<file path="config.mk">
export PLATFORM = sky130hd
export DESIGN_NAME = note_tone_generator
export DESIGN_NICKNAME = d
export VERILOG_FILES = /design/src/rtl/note_tone_generator_pkg.sv /design/src/rtl/note_tone_generator_ms_timebase.sv /design/src/rtl/note_tone_generator.sv
export SDC_FILE = /design/constraint.sdc
export NUM_CORES = 1
export LEC_CHECK = 0
export BUFFER_PORTS_ARGS = -buffer_cell sky130_fd_sc_hd__buf_2
export CORE_MARGIN = 10
export CORE_UTILIZATION = 50
export CTS_CLUSTER_SIZE = 20
export DETAILED_ROUTE_END_ITERATION = 8
export PLACE_DENSITY = 0.69
export SLEW_MARGIN = 20
export SYNTH_ARGS = -nofsm -noshare
export SYNTH_HDL_FRONTEND = slang
export SYNTH_SLANG_ARGS = --single-unit
</file>
<file path="constraint.sdc">
create_clock -name clk -period 5.8 [get_ports clk]
set_input_delay 1.16 -clock clk [delete_from_list [all_inputs] [get_ports clk]]
set_output_delay 1.16 -clock clk [all_outputs]
set_load 0.01 [all_outputs]
</file>
<file path="src/rtl/note_tone_generator_pkg.sv">
// Shared types and defaults for the note player and the music sequencer built on it.
// Holds the player state encoding and the default gap length / duration field width.
package note_tone_generator_pkg;

  typedef enum logic [1:0] {
    S_IDLE = 2'd0,
    S_PLAY = 2'd1,
    S_GAP  = 2'd2
  } state_t;

  localparam int GAP_MS_DEFAULT = 10;
  localparam int DUR_W_DEFAULT  = 12;
  localparam int TICK_W         = 16;

endpackage

</file>
<file path="src/rtl/note_tone_generator_ms_timebase.sv">
// Millisecond timebase: strobes on the last clk cycle of every ms; clear restarts the ms.
// Latency: strobe is combinational from the tick count; no backpressure.
module ms_timebase
  import note_tone_generator_pkg::*;
(
  input  logic              clk,
  input  logic              rst_n,
  input  logic              clear,
  input  logic [TICK_W-1:0] ticks_per_milli,
  output logic              ms_strobe
);

  logic [TICK_W-1:0] tick_cnt;
  logic [TICK_W-1:0] tick_last;

  // A programmed value of 0 behaves as 1 tick per ms.
  assign tick_last = (ticks_per_milli == '0) ? '0 : ticks_per_milli - {{(TICK_W-1){1'b0}}, 1'b1};
  assign ms_strobe = (tick_cnt == tick_last);

  always_ff @(posedge clk or negedge rst_n) begin
    if (!rst_n) begin
      tick_cnt <= '0;
    end else if (clear || ms_strobe) begin
      tick_cnt <= '0;
    end else begin
      tick_cnt <= tick_cnt + {{(TICK_W-1){1'b0}}, 1'b1};
    end
  end

endmodule

</file>
<file path="src/rtl/note_tone_generator.sv">
// Plays one square-wave note for duration ms, then a silent GAP_MS gap, then pulses note_done.
// Tone starts the cycle after accept; note_ready is low outside IDLE or while stop is high.
module note_tone_generator
  import note_tone_generator_pkg::*;
#(
  parameter int GAP_MS = GAP_MS_DEFAULT,
  parameter int DUR_W  = DUR_W_DEFAULT
) (
  input  logic              clk,
  input  logic              rst_n,
  input  logic [TICK_W-1:0] ticks_per_milli,
  input  logic              note_valid,
  output logic              note_ready,
  input  logic [TICK_W-1:0] note_half_period,
  input  logic [DUR_W-1:0]  note_duration,
  input  logic              stop,
  output logic              sound,
  output logic              note_active,
  output logic              note_done
);

  localparam int GAP_W = (GAP_MS > 0) ? $clog2(GAP_MS + 1) : 1;
  localparam int MS_W  = (DUR_W > GAP_W) ? DUR_W : GAP_W;
  localparam logic [MS_W:0] GAP_TGT = (MS_W + 1)'(GAP_MS);

  state_t            state;
  state_t            state_nxt;
  logic [TICK_W-1:0] half_q;
  logic [DUR_W-1:0]  dur_q;
  logic [TICK_W-1:0] tone_cnt;
  logic [MS_W-1:0]   ms_cnt;
  logic [MS_W:0]     ms_cnt_inc;
  logic [MS_W:0]     ms_tgt;
  logic              ms_strobe;
  logic              ms_last;
  logic              gap_done;
  logic              tb_clear;
  logic              accept;
  logic              done_nxt;

  assign note_ready  = (state == S_IDLE) & ~stop;
  assign accept      = note_valid & note_ready;
  assign note_active = (state == S_PLAY);

  // Duration is tracked by counting ms strobes against the target for the current state.
  assign ms_tgt     = (state == S_PLAY) ? {{(MS_W - DUR_W + 1){1'b0}}, dur_q} : GAP_TGT;
  assign ms_cnt_inc = {1'b0, ms_cnt} + {{MS_W{1'b0}}, 1'b1};
  assign ms_last    = ms_strobe & (ms_cnt_inc == ms_tgt);
  assign gap_done   = (GAP_MS == 0) ? 1'b1 : ms_last;

  always_comb begin
    state_nxt = state;
    done_nxt  = 1'b0;
    unique case (state)
      S_IDLE: if (accept) state_nxt = (note_duration != '0) ? S_PLAY : S_GAP;
      S_PLAY: if (ms_last) state_nxt = S_GAP;
      S_GAP: begin
        if (gap_done) begin
          state_nxt = S_IDLE;
          done_nxt  = 1'b1;
        end
      end
      default: state_nxt = S_IDLE;
    endcase
    if (stop) begin
      state_nxt = S_IDLE;
      done_nxt  = 1'b0;
    end
  end

  // Timebase restarts on every state entry and is held idle in IDLE.
  assign tb_clear = (state_nxt != state) | (state == S_IDLE);

  ms_timebase u_ms_timebase (
    .clk             (clk),
    .rst_n           (rst_n),
    .clear           (tb_clear),
    .ticks_per_milli (ticks_per_milli),
    .ms_strobe       (ms_strobe)
  );

  always_ff @(posedge clk or negedge rst_n) begin
    if (!rst_n) begin
      state     <= S_IDLE;
      note_done <= 1'b0;
      half_q    <= '0;
      dur_q     <= '0;
      ms_cnt    <= '0;
    end else begin
      state     <= state_nxt;
      note_done <= done_nxt;
      if (accept) begin
        half_q <= note_half_period;
        dur_q  <= note_duration;
      end
      if (tb_clear) begin
        ms_cnt <= '0;
      end else if (ms_strobe) begin
        ms_cnt <= ms_cnt_inc[MS_W-1:0];
      end
    end
  end

  // Tone only runs while staying in PLAY, so it starts low on entry and is low everywhere else.
  always_ff @(posedge clk or negedge rst_n) begin
    if (!rst_n) begin
      sound    <= 1'b0;
      tone_cnt <= '0;
    end else if ((state == S_PLAY) && (state_nxt == S_PLAY)) begin
      if (half_q != '0) begin
        if (tone_cnt == half_q - {{(TICK_W-1){1'b0}}, 1'b1}) begin
          sound    <= ~sound;
          tone_cnt <= '0;
        end else begin
          tone_cnt <= tone_cnt + {{(TICK_W-1){1'b0}}, 1'b1};
        end
      end
    end else begin
      sound    <= 1'b0;
      tone_cnt <= '0;
    end
  end

endmodule

</file>
# Yosys cells after proc, flatten, opt, wreduce, memory -nomap -nowiden
# Cells that the tools add are included.
[word_totals]
inputBits = 48
elab_cells = 56
rom_bits = 0
ff_bits = 76
n_memories = 0
mem_bits_rw = 0
out_inout_bits = 4
latchBits = 0
[classes]
mux = 20
multipliers = 0
eq_ne = 9
magnitude_cmp = 0
shifts = 0
bitwise = 6
n_div = 0
n_reduce_logical = 8
n_addsub = 5
[ops]
columns = ["op", "n"]
rows = [
  ["16-bit two-way mux", 5],
  ["12-bit two-way mux", 3],
  ["16-bit by 1-bit adder with 16-bit output, second input constant", 2],
  ["16-bit == test", 2],
  ["16-bit by 1-bit subtractor with 16-bit output, second input constant", 2],
  ["16-bit logical NOT", 1],
  ["16-bit nonzero test", 1],
  ["12-bit by 1-bit adder with 13-bit output, second input constant", 1],
  ["13-bit by 12-bit == test with 1-bit output", 1],
  ["12-bit nonzero test", 1],
  ["2-bit two-way mux", 5],
  ["1-bit two-way mux", 6],
  ["2-bit one-hot mux with 3 select lines", 1],
  ["2-bit by 1-bit == test with 1-bit output, second input constant", 2],
  ["2-bit by 1-bit != test with 1-bit output, second input constant", 2],
  ["1-bit bitwise AND", 3],
  ["2-bit == test, second input constant", 1],
  ["2-bit logical NOT", 1],
  ["2-bit != test", 1],
  ["1-bit inverter", 2],
  ["2-bit AND reduction", 1],
  ["2-bit nonzero test", 1],
  ["1-bit logical AND", 1],
  ["1-bit logical OR", 1],
  ["1-bit bitwise OR", 1],
]

# Depth between registers and ports, before layout
# Gate-level depths: netlist of run 1.
[logic_depth]
depth_word = 11
mapped_depth = 14
mapped_depth_nobuf = 10

# By module
# Synthesis of run 1 repeated with hierarchy kept, for this count alone.
[unflattened]
hier_cells = 567
area_unflattened_um2 = 5271.3
[modules_own_cells]
columns = ["module", "area_per_inst_um2", "seq_area_each_um2", "n_inst", "cells_per_inst"]
rows = [
  ["note_tone_generator", 3691.0, 1501.4, 1, 381],
  ["ms_timebase", 1580.3, 400.4, 1, 186],
]

# Worst setup path after synthesis of run 1
# Ideal clock, no wire load.
[synth_timing]
kind = "input to register"
start = "in ticks_per_milli[0]"
end = "reg ms_cnt[4]"
t_arrival_ns = 3.804
n_path_buf = 2
slack_ns = 1.866
stages = 12
setup_time_ns = 0.130
required_ns = 5.670
path_cell_list = "inv_1 -> ha_1 -> or3b_1 -> buf_2 -> or4_1 -> xnor2_1 -> o31a_1 -> o311ai_0 -> o2111ai_1 -> o31ai_2 -> buf_4 -> a21oi_1"
[synth_via]
elab_chain_cells = 10
word_cells_on_any_way = 13
cone_classes = "add/sub (1); eq/ne (2); mux (6); bitwise (2); reduce/logical (2)"
[synth_lines]
columns = ["item", "line", "text"]
rows = [
  ["start, declared", "note_tone_generator.sv:11", "input logic [TICK_W-1:0] ticks_per_milli,"],
  ["16-bit by 1-bit subtractor with 16-bit output or 16-bit logical NOT (tied branches)", "note_tone_generator_ms_timebase.sv:17", "assign tick_last = (ticks_per_milli == '0) ? '0 : ticks_per_milli - {{(TICK_W-1){1'b0}}, 1'b1};"],
  ["16-bit two-way mux *", "note_tone_generator_ms_timebase.sv:17", ""],
  ["16-bit == test *", "note_tone_generator_ms_timebase.sv:18", "assign ms_strobe = (tick_cnt == tick_last);"],
  ["1-bit bitwise AND", "note_tone_generator.sv:48", "assign ms_last = ms_strobe & (ms_cnt_inc == ms_tgt);"],
  ["2-bit two-way mux, on equally long branches", "note_tone_generator.sv:58, note_tone_generator.sv:56", ""],
  ["2-bit one-hot mux with 3 select lines", "note_tone_generator.sv:54", "unique case (state)"],
  ["2-bit two-way mux", "note_tone_generator.sv:65", "if (stop) begin"],
  ["2-bit != test", "note_tone_generator.sv:72", "assign tb_clear = (state_nxt != state) | (state == S_IDLE);"],
  ["1-bit bitwise OR", "note_tone_generator.sv:72", ""],
  ["12-bit two-way mux or 2-bit nonzero test (tied branches)", "n/a", ""],
  ["end signal, assigned", "note_tone_generator.sv:99", "ms_cnt <= ms_cnt_inc[MS_W-1:0];"],
  ["end, declared", "note_tone_generator.sv:31", "logic [MS_W-1:0] ms_cnt;"],
]
# Mark *: on every way between the ends. The rest lies on a longest branch, timed or not.
# A chain may end at the register's enable or synchronous reset.

# Final worst setup path of run 1
[layout_timing]
start = "in ticks_per_milli[0]"
end = "reg ms_cnt[5]"
# Same word-level chain as after synthesis.

==> results by group, run 1 <==
STA
  – Slew @ Worst Pin: 0.983 ns
  – Headroom to the max-slew limit: 0.345
  – # setup viols final: 0
  – Final cycle utilization of the critical path: 0.756
  – Worst Clk Skew: 0.00627 ns
  – Minimum clock period: 4.38 ns
  – Setup_tns: 0 ns
  – Slew Viols, Final: 0
  – Fmax: 0.228 GHz
  – Final hold violations: 0
  – RSZ-0062 raised after global routing: no

Placed design
  – Port Buffers: 51
  – DP HPWL: 11.5 mm
  – Placed cell count: 820
  – Gpl congestion: 0.922

Route
  – Post-route ant nets: 0
  – Total number of vias: 5296
  – Post-DR wirelength/cell: 18.5 um
  – Vias/cell: 6.33
  – Starting DRC count in detailed routing: 516
  – DRC Markers: 0
  – Router iterations before antenna repair: 5
  – Total Wirelength: 15.5 mm

Floorplanning
  – Core ar.: 11400 sq um
  – Initial Util: 0.509
  – IO Pins: 52
  – Die Wd: 128 um
  – Die H: 128 um
  – Rows: 39
  – Die area: 16300 sq um

Yosys
  – Post-synthesis cell count: 658
  – Asr flop ratio synth: 1.00
  – Mapped Nets: 712
  – Post-Syn Area: 5810 sq um
  – EDFF count, synth: 0
  – Register area share after synthesis: 0.327
  – Synth Register Bits: 76
  – Ys flop type: dfrtp_1
  – Distinct cells, synth: 79
  – Avg Cell Area, Syn: 8.84 sq um
  – Synth Warn #: 0

Setup path
  – CP arrival: 4.56 ns
  – Kind of critical path: in2reg
  – Top delay family on crit path: simple AND/OR/NAND/NOR gates
  – Worst Setup Start Kind: input pin
  – Slowest CP cell: o31ai_2
  – Crit path buf inv count: 2
  – Cell Chain, Critical Path: buf_2 -> inv_1 -> ha_1 -> or3b_1 -> nor4_4 -> nand2_2 -> a211oi_1 -> o32a_1 -> nand4_1 -> o31ai_2 -> a21oi_1
  – Crit path capture type: register
  – Worst-path fanout max: 12
  – Critical path's largest stage delay: 0.84 ns
  – Crit path required time: 5.98 ns

Min path
  – HP Class: reg2reg

Power
  – Power Dens Cells: 218 nW/um^2
  – VDD IR-drop max: 0.210 mV
  – Switching portion of total power: 0.298
  – Clock power share: 0.372
  – Switching pwr: 0.413 mW
  – Fraction of power consumed by combinational cells: 0.178
  – Internal power: 0.974 mW
  – Reg power frac: 0.450
  – Leakage: 2.32 nW

Global route
  – Largest net degree at the start of global routing: 77
  – Initial antenna violation count: 0
  – Number of global-route vias before repair: 5124
  – GRT Total Usage: 0.190
  – Gr ovfl total: 0
  – First-pass GRT wire length: 25.8 mm

Clocking
  – Root Buffer: clkbuf_16
  – Max clock buf depth: 2
  – Worst skew pair latency: 0.34 ns
  – Hold_buf cts: 0
  – H-tree level count: 3
  – # resized after CTS: 0
  – CTS tree: yes
  – Post-CTS setup buffers: 0
  – TritonCTS buffer count: 9
  – Clock sink count: 76
  – CTS clk-pin slew, worst paths: 0.06 ns

Cells and area
  – Share of layout cells above drive strength 1: 0.176
  – Layout area overhead: 9.62%
  – Commonest non-fill, non-tap cells in the layout: 76 x dfrtp_1, 50 x buf_2, 45 x nor2_1
  – Final Net Count: 742
  – Final cell count without fillers: 836
  – Diodes inserted: 0
  – Commonest non-fill, non-tap cell in the layout: dfrtp_1

Flow run
  – Max_cap viols: 0

Outcome
  – Status: finished clean
[final timing paths]
| check | endpoint | slack [ns] | cells after the start | from |
|---|---|---|---|---|
| max | ms_cnt[5] | 1.42 | 11 | ticks_per_milli[0] |
| min | dur_q[11] | 0.51 | 1 | dur_q[11] |
| max reg2reg | ms_cnt[5] | 1.89 | 9 | state[1] |
| min reg2reg | dur_q[11] | 0.51 | 1 | dur_q[11] |
| max in group asynchronous | ms_cnt[9] | 4.19 | 1 | rst_n |
| min in group asynchronous | u_ms_timebase.tick_cnt[1] | 0.96 | 1 | rst_n |
[final cells by class]
class / instances / area, sq um
clock inverters: 5 / 37.5
fillers: 1063 / 5040
inverters: 19 / 71.3
well taps: 143 / 179
flip-flops and latches: 76 / 1900
repair buffers: 55 / 288
clock buffers: 11 / 233
multi-input cells: 527 / 3660
[flip-flops by register name (all words and copies together), names as in the netlist]
| register | cells |
|---|---|
| half_q | 16 |
| tone_cnt | 16 |
| u_ms_timebase.tick_cnt | 16 |
| dur_q | 12 |
| ms_cnt | 12 |
| state | 2 |
| note_done | 1 |
| sound | 1 |
[power by group through the flow]
stage	clock network (mW)	logic [mW]	registers, mW
after CTS	0.531	0.246	0.623
after floorplan	0	0.186	0.609
after detailed placement	0	0.244	0.632
after global placement	0	0.237	0.629
after global routing	0.558	0.274	0.631
final	0.516	0.247	0.624
[Yosys cell counts (6+ instances only)]
cell type | n | share of area
a21oi_1 | 30 | 0.026
and3_1 | 7 | 0.0075
and4_1 | 6 | 0.0090
buf_2 | 10 | 0.0086
clkbuf_1 | 21 | 0.014
dfrtp_1 | 76 | 0.33
ha_1 | 6 | 0.013
inv_1 | 17 | 0.011
mux2_2 | 27 | 0.052
mux2i_1 | 6 | 0.010
nand2_1 | 33 | 0.021
nand3_1 | 33 | 0.028
nand3b_1 | 7 | 0.0090
nand4_1 | 21 | 0.023
nand4b_1 | 6 | 0.0090
nor2_1 | 45 | 0.029
nor2b_1 | 6 | 0.0065
nor3_1 | 41 | 0.035
nor4_1 | 19 | 0.020
nor4b_1 | 6 | 0.0090
o21ai_0 | 24 | 0.021
o31ai_1 | 12 | 0.015
or2_2 | 6 | 0.0065
or3_1 | 13 | 0.014
or4_1 | 16 | 0.021
xnor2_1 | 34 | 0.051
xor2_1 | 37 | 0.056
[per-stage QoR]
step	power [mW]	utilization	instance area (sq um)	hold slack (ns)	setup WS (ns)
6_report	1.39	0.558	6370	0.514	1.42
5_1_grt	1.46	0.558	6370	0.544	1.05
4_1_cts	1.40	0.558	6370	0.514	1.44
3_5_place_dp	0.876	0.535	6100	0.502	1.11
3_3_place_gp	0.867	0.535	6100	0.503	1.21
2_1_floorplan	0.794	-	5810	0.481	1.87
[metal layers]
layer	wire length, um	share of wire	GRT usage
met1	6690	0.43	0.242
met2	7460	0.48	0.311
met3	971	0.063	0.0447
met4	348	0.022	0.0623
met5	0	0	0
[worst register-to-register path: cells and delay by family (launching register included)]
family	cells	cell delay, ns
AND/OR/NAND/NOR	6	2.01
AO/OA/AOI/OAI	2	0.93
flip-flops	1	0.47
buffers and inverters	1	0.34
[kinds of logic (layout without fill, tap and decap cells)]
family / Yosys count / count (layout) / synth area share
fa+ha+maj: 6 / 6 / 0.0129
flops: 76 / 76 / 0.327
compound gates: 125 / 125 / 0.153
mux: 33 / 33 / 0.0626
simple gates: 291 / 291 / 0.291
buf+inv: 55 / 90 / 0.0428
xor+xnor: 72 / 72 / 0.111
Note: power is estimated with default switching activity, not from simulation.
==> run 2: changes to the inputs <==
Settings changed: ABC_AREA set to 1, PLACE_DENSITY 0.69 to 0.72.
Clock period 5.8 ns to 3.9 ns, I/O delays scaled along.
==> run 2 against run 1 <==
Area after synthesis is 1.4% lower. Critical path depth is 3 higher. Sequential share of layout area is 0.21 points higher. Clock-buffer cell count is 2 higher. Clock skew is 0.0015 ns higher. Synthesized cell count is 30% higher. Combinational power is 36% higher. Utilization is 0.094 points higher. Clock power is 60% higher. First-iteration DRC count is 47% lower. Register-to-register slack worse by 0.99 ns. Worst hold slack worse by 0.023 ns.
==> results by group, run 2 <==
Placed design
  – Gpl congestion: 0.874 (-5.2%)
  – Area post-placement: 6040 sq um (-0.96%)
  – Port Buffers: 51 (unchanged)
  – DP HPWL: 9.89 mm (-14%)
  – Post-Place Setup Slack: 0.390 ns (-0.721 ns)
  – Placed cell count: 1031 (+26%)

Setup path
  – CP arrival: 3.37 ns (-1.19 ns)
  – Register-to-register setup slack: 0.90 ns (-0.99 ns)
  – Worst Setup Start Kind: input pin
  – Crit path capture type: register
  – Worst r2r src: half_q[0]
  – Worst-path fanout max: 30 (+18)
  – Critical R2R Capture: sound
  – R2R cell count: 12 (+3)
  – Crit path required time: 4.12 ns (-1.86 ns)
  – Kind of critical path: in2reg

Clocking
  – Max clock buf depth: 2 (unchanged)
  – TritonCTS buffer count: 9 (unchanged)
  – Root Buffer: clkbuf_16
  – CTS tree: yes
  – H-tree level count: 3 (unchanged)
  – CTS clk-pin slew, worst paths: 0.06 ns (about the same)
  – Clock sink count: 76 (unchanged)
  – Worst skew pair latency: 0.34 ns (about the same)
  – # resized after CTS: 0 (unchanged)
  – Post-CTS setup buffers: 0 (unchanged)
  – Hold_buf cts: 0 (unchanged)

Cells and area
  – Commonest non-fill, non-tap cells in the layout: 251 x nand2_1, 113 x inv_1, 96 x nor2_1
  – Final cell count without fillers: 1046 (+25%)
  – Diodes inserted: 0 (unchanged)
  – Commonest non-fill, non-tap cell in the layout: nand2_1
  – Filler Cells Inserted: 1156 (+8.7%)
  – Final Net Count: 953 (+28%)
  – Layout area overhead: 10.4%
  – Top flop regs: half_q x16, tone_cnt x16, u_ms_timebase.tick_cnt x16
  – Share of layout cells above drive strength 1: 0.120 (-0.0564)
  – Final design area excluding fillers: 6330 sq um (-0.69%)
  – Utilization after layout: 0.559 (+0.000944)

STA
  – Min Hold Slack: 0.491 ns (-0.0235 ns)
  – Final WS setup: 0.750 ns (-0.668 ns)
  – Slew @ Worst Pin: 0.974 ns (-0.00874 ns)
  – Setup_tns: 0 ns (unchanged)
  – Final hold violations: 0 (unchanged)
  – RSZ-0062 raised after global routing: no
  – Final cycle utilization of the critical path: 0.808
  – Headroom to the max-slew limit: 0.351 (+0.00582)
  – Slew Viols, Final: 0 (unchanged)
  – Minimum clock period: 3.15 ns
  – Fmax: 0.317 GHz
  – Worst Clk Skew: 0.00777 ns (+0.00150 ns)
  – # setup viols final: 0 (unchanged)

Floorplanning
  – Die area: 16100 sq um (-1.2%)
  – Die Wd: 127 um (-0.59%)
  – Rows: 39 (unchanged)
  – Initial Util: 0.506 (-0.00279)
  – Core ar.: 11300 sq um (-0.85%)
  – IO Pins: 52 (unchanged)
  – Die H: 127 um (-0.59%)

Yosys
  – Most numerous cell in the Yosys netlist: nand2_1
  – Most instantiated cells after synthesis: 251 x nand2_1, 113 x inv_1, 96 x nor2_1
  – Post-synthesis cell count: 858 (+30%)
  – Asr flop ratio synth: 1.00 (unchanged)
  – Largest cells by area after synthesis: dfrtp_1 33%, nand2_1 16%, inv_1 7.4%, nor2_1 6.3%, nand3_1 6.1%
  – Largest area contributor in the netlist: dfrtp_1
  – Share of the synthesized area in the top cell type: 0.332 (+0.00464)
  – Post-Syn Area: 5730 sq um (-1.4%)
  – Avg Cell Area, Syn: 6.68 sq um (-24%)
  – Distinct cells, synth: 38 (-52%)
  – EDFF count, synth: 0 (unchanged)
  – Register area share after synthesis: 0.332 (+0.00464)
  – Ys flop type: dfrtp_1
  – Synth Warn #: 0 (unchanged)
  – Mapped Nets: 912 (+28%)
  – Synth Register Bits: 76 (unchanged)

Route
  – Starting DRC count in detailed routing: 274 (-47%)
  – Routed metal-1 wirelength: 5.95 mm (-11%)
  – Max layer used: met4
  – Post-route ant nets: 0 (unchanged)
  – Total number of vias: 5301 (+0.094%)
  – WL met3: 446 um (-54%)
  – Metal2 WL: 6.48 mm (-13%)
  – DRC Markers: 0 (unchanged)
  – Vias/cell: 5.07 (-20%)
  – Total Wirelength: 13.0 mm (-16%)
  – Post-DR wirelength/cell: 12.4 um (-33%)
  – Router iterations before antenna repair: 5 (unchanged)

Min path
  – Hold Startpoint: dur_q[9]
  – Worst Hold End: dur_q[9]
  – HP Class: reg2reg
  – Hold path cells: 2 (+1)

Power
  – Leakage: 2.94 nW (+27%)
  – VDD IR-drop max: 0.218 mV (+3.7%)
  – Pwr Total: 2.05 mW (+48%)
  – Power Dens Cells: 324 nW/um^2 (+49%)

Flow run
  – Max_cap viols: 0 (unchanged)

Global route
  – Gr ovfl total: 0 (unchanged)
  – Number of global-route vias before repair: 5105 (-0.37%)
  – First-pass GRT wire length: 22.7 mm (-12%)
  – Initial antenna violation count: 0 (unchanged)
  – Largest net degree at the start of global routing: 77 (unchanged)
  – GRT Total Usage: 0.165 (-0.0255)

Outcome
  – Status: finished clean
==> run 2: cells by family (layout without fill, tap and decap cells) <==
logic type,after synthesis,count (layout),synth area share
and+or+nand+nor,532,532,0.427
buffers and inverters,139,184,0.101
DFF,76,76,0.332
AOI/OAI and AO/OA,56,56,0.0522
xor gates and xnor gates,49,49,0.0749
adders and majority gates,6,6,0.0131
==> run 2: worst max path at each step <==
| stage | from | end | slack [ns] | cells after the start |
|---|---|---|---|---|
| 6_report | ticks_per_milli[0] | u_ms_timebase.tick_cnt[2] | 0.75 | 14 |
| 4_1_cts | ticks_per_milli[0] | u_ms_timebase.tick_cnt[3] | 0.74 | 14 |
| 3_5_place_dp | ticks_per_milli[0] | u_ms_timebase.tick_cnt[3] | 0.39 | 14 |
| 2_1_floorplan | ticks_per_milli[0] | u_ms_timebase.tick_cnt[14] | 1.06 | 20 |
| 3_3_place_gp | ticks_per_milli[0] | u_ms_timebase.tick_cnt[1] | 0.47 | 14 |
| 5_1_grt | ticks_per_milli[0] | u_ms_timebase.tick_cnt[1] | 0.36 | 14 |
==> run 2: critical path: stages <==
cell	delay [ns]
buf_2	0.09
inv_1	0.12
ha_1	0.29
nand3_4	0.13
nor2_2	0.13
nand2_2	0.30
nand3_1	0.16
nand2_1	0.08
nor4_1	0.29
nand4_1	0.13
nor2_2	0.24
nand2_4	0.22
nand3_4	0.30
nor2_1	0.07
==> run 2: per-layer routing <==
layer,vias to the layer above,global-route usage
li1,2801,-
met1,2421,0.199
met2,67,0.290
met3,12,0.0352
met4,0,0.0402
met5,-,0
==> run 2: final cells by class <==
class,instances,area (sq um),area share
sequential,76,1900,0.300
timing repair buffer,54,280,0.0443
clock inverter,2,35.0,0.00553
multi-input combinational,643,3250,0.514
inverter,115,432,0.0682
clock buffer,13,250,0.0395
tap,143,179,0.0283
==> run 2: where the power goes <==
group / internal, mW / total, mW / switching (mW)
Sequential: 0.838 / 0.886 / 0.0482
Clock: 0.509 / 0.827 / 0.317
Combinational: 0.130 / 0.335 / 0.205
Total: 1.48 / 2.05 / 0.571
==> run 3: changes to the inputs <==
Clock period 3.9 ns to 2.76 ns, I/O delays scaled along.
==> run 3 against run 2 <==
Combinational power increased by 56%. Sequential cell count unchanged. Clock skew decreased by 0.0011 ns. Routed wire length increased by 5.4%. Cell count increased by 3.8%. Clock power increased by 33%. Sequential share of layout area decreased by 2.1 points. Sequential power increased by 41%. Register-to-register slack got worse by 0.70 ns. Largest cell class unchanged. Largest power group unchanged.
==> results by group, run 3 (same netlist as run 2, synthesis figures left out) <==
Floorplanning
  – IO Pins: 52 (unchanged)
  – Die area: 16100 sq um (unchanged)
  – Initial Util: 0.506 (unchanged)
  – Die Wd: 127 um (unchanged)
  – Die H: 127 um (unchanged)
  – Core ar.: 11300 sq um (unchanged)
  – Rows: 39 (unchanged)

Cells and area
  – Share of layout cells above drive strength 1: 0.185 (+0.0649)
  – Layout area overhead: 18.6%
  – Final design area excluding fillers: 6800 sq um (+7.4%)
  – Diodes inserted: 0 (unchanged)
  – Filler Cells Inserted: 1115 (-3.5%)
  – Top flop regs: half_q x16, tone_cnt x16, u_ms_timebase.tick_cnt x16
  – Utilization after layout: 0.601 (+0.0414)
  – Commonest non-fill, non-tap cell in the layout: nand2_1
  – Commonest non-fill, non-tap cells in the layout: 243 x nand2_1, 112 x inv_1, 88 x nor2_1
  – Final Net Count: 993 (+4.2%)

STA
  – # setup viols final: 0 (unchanged)
  – Minimum clock period: 2.56 ns
  – Slew Viols, Final: 0 (unchanged)
  – Final cycle utilization of the critical path: 0.929
  – Headroom to the max-slew limit: 0.565 (+0.215)
  – Fmax: 0.390 GHz
  – Min Hold Slack: 0.240 ns (-0.251 ns)
  – Worst Clk Skew: 0.00663 ns (-0.00114 ns)
  – Final hold violations: 0 (unchanged)
  – Slew @ Worst Pin: 0.652 ns (-0.322 ns)

Clocking
  – Worst skew pair latency: 0.34 ns (about the same)
  – CTS clk-pin slew, worst paths: 0.05 ns (about the same)
  – Clock sink count: 76 (unchanged)
  – Max clock buf depth: 2 (unchanged)
  – CTS tree: yes
  – H-tree level count: 3 (unchanged)
  – Hold_buf cts: 0 (unchanged)
  – Root Buffer: clkbuf_16
  – TritonCTS buffer count: 9 (unchanged)

Global route
  – Initial antenna violation count: 0 (unchanged)
  – GRT Total Usage: 0.171 (+0.00670)
  – M3 GR Usage: 0.0385 (+0.00331)
  – GR Util met1: 0.205 (+0.00605)
  – First-pass GRT wire length: 23.5 mm (+3.5%)
  – Gr ovfl total: 0 (unchanged)
  – GRT Max-Usage Layer: met2
  – Largest net degree at the start of global routing: 49 (-36%)
  – Global routing usage on met2: 0.297 (+0.00638)
  – Number of global-route vias before repair: 5281 (+3.4%)

Setup path
  – Crit path buf inv count: 1 (-1)
  – Top delay family on crit path: simple AND/OR/NAND/NOR gates
  – Worst r2r src: ms_cnt[1]
  – Register-to-register setup slack: 0.20 ns (-0.70 ns)
  – Crit path required time: 3.03 ns (-1.09 ns)
  – Crit-path most repeated cell: nand2_1
  – Cell depth of the worst setup path: 19 (+5)
  – Worst-path fanout max: 8 (-73%)
  – Worst setup endpoint: u_ms_timebase.tick_cnt[6]
  – Crit path capture type: register
  – Critical R2R Capture: u_ms_timebase.tick_cnt[6]
  – R2R cell count: 19 (+7)
  – CP arrival: 2.83 ns (-0.54 ns)
  – Worst Setup SP: ms_cnt[1]
  – Critical path's largest stage delay: 0.37 ns (+0.07 ns)
  – Worst Setup Start Kind: register
  – Cell Chain, Critical Path: buf_4 -> nand2_1 -> nor2_4 -> nand3_1 -> nand2_1 -> nand2_1 -> nand2_1 -> nand2_1 -> nor2_2 -> nand3_2 -> nor2_4 -> nand3_2 -> nand2_2 -> nand3_2 -> nand2_2 -> nand2_2 -> nand2_4 -> nand3_4 -> nor2_2
  – Kind of critical path: reg2reg
  – Slowest CP cell: dfrtp_1

Outcome
  – Status: finished clean

Power
  – Power Dens Cells: 423 nW/um^2 (+31%)
  – Leakage: 3.17 nW (+7.5%)
  – VDD IR-drop max: 0.335 mV (+54%)

Placed design
  – Area post-placement: 6380 sq um (+5.5%)
  – DP HPWL: 10.4 mm (+5.3%)
  – Port Buffers: 51 (unchanged)
  – Gpl congestion: 0.899 (+2.9%)

Route
  – Total number of vias: 5509 (+3.9%)
  – Router iterations before antenna repair: 9 (+4)
  – Total Wirelength: 13.7 mm (+5.4%)
  – Post-route ant nets: 0 (unchanged)
  – DRC Markers: 0 (unchanged)
  – Vias/cell: 5.07 (about the same)
  – Post-DR wirelength/cell: 12.6 um (+1.5%)
  – Starting DRC count in detailed routing: 396 (+45%)

Min path
  – HP Class: in2async

Flow run
  – Max_cap viols: 0 (unchanged)
-- run 3: cell types whose count changed in the layout (fill, tap and decap cells not counted), sizes merged --
cell / before / now
buf: 54 / 92
nor2: 117 / 118
nand3: 74 / 75
clkinv: 2 / 3
bufinv: 1 / 0
-- run 3: area by class of cell --
class	count	area (sq um)	area share
clock buffer	13	260	0.0383
clock inverter	2	10.0	0.00147
inverter	115	432	0.0635
multi-input combinational	645	3380	0.498
sequential	76	1900	0.280
tap	143	179	0.0263
timing repair buffer	92	632	0.0929
-- run 3: power breakdown --
group / switching (mW) / total (mW) / internal (mW)
Sequential: 0.0681 / 1.25 / 1.18
Combinational: 0.307 / 0.524 / 0.217
Clock: 0.447 / 1.10 / 0.650
Total: 0.822 / 2.87 / 2.05
-- run 3: how the worst min path moves through the flow --
| stage | start | end | cells after the start |
|---|---|---|---|
| after global routing | rst_n | u_ms_timebase.tick_cnt[15] | 1 |
| final | rst_n | u_ms_timebase.tick_cnt[15] | 1 |
| after detailed placement | dur_q[10] | dur_q[10] | 2 |
| after CTS | rst_n | ms_cnt[10] | 1 |
| after global placement | dur_q[10] | dur_q[10] | 2 |
| after floorplan | rst_n | dur_q[0] | 0 |
-- run 3: worst register-to-register path, cell delays in order, from the launching register on --
cell,delay [ns]
dfrtp_1,0.37
buf_4,0.12
nand2_1,0.12
nor2_4,0.21
nand3_1,0.10
nand2_1,0.08
nand2_1,0.07
nand2_1,0.09
nand2_1,0.08
nor2_2,0.13
nand3_2,0.12
nor2_4,0.15
nand3_2,0.10
nand2_2,0.07
nand3_2,0.09
nand2_2,0.09
nand2_2,0.06
nand2_4,0.11
nand3_4,0.19
nor2_2,0.15
-- run 3: what timing repair did --
action | in CTS | in global routing
gates resized for setup | 0 | 35
setup endpoints to repair | 0 | 45
buffers inserted | 0 | 2
-- run 3: metrics by stage --
step	setup WS, ns	setup TNS (ns)	instances	power, mW
floorplan	0.145	0	858	1.60
global placement	-0.0498	-1.12	1067	1.77
detailed placement	-0.126	-2.57	1067	1.78
CTS	0.0386	0	1082	2.89
global route	-0.0561	-0.436	1086	3.03
finish	0.197	0	1086	2.87
-- run 3: layer usage --
layer,up-vias,share of wire
met5,-,0
met4,0,0.010
met3,12,0.038
met2,81,0.50
met1,2530,0.45
li1,2886,-
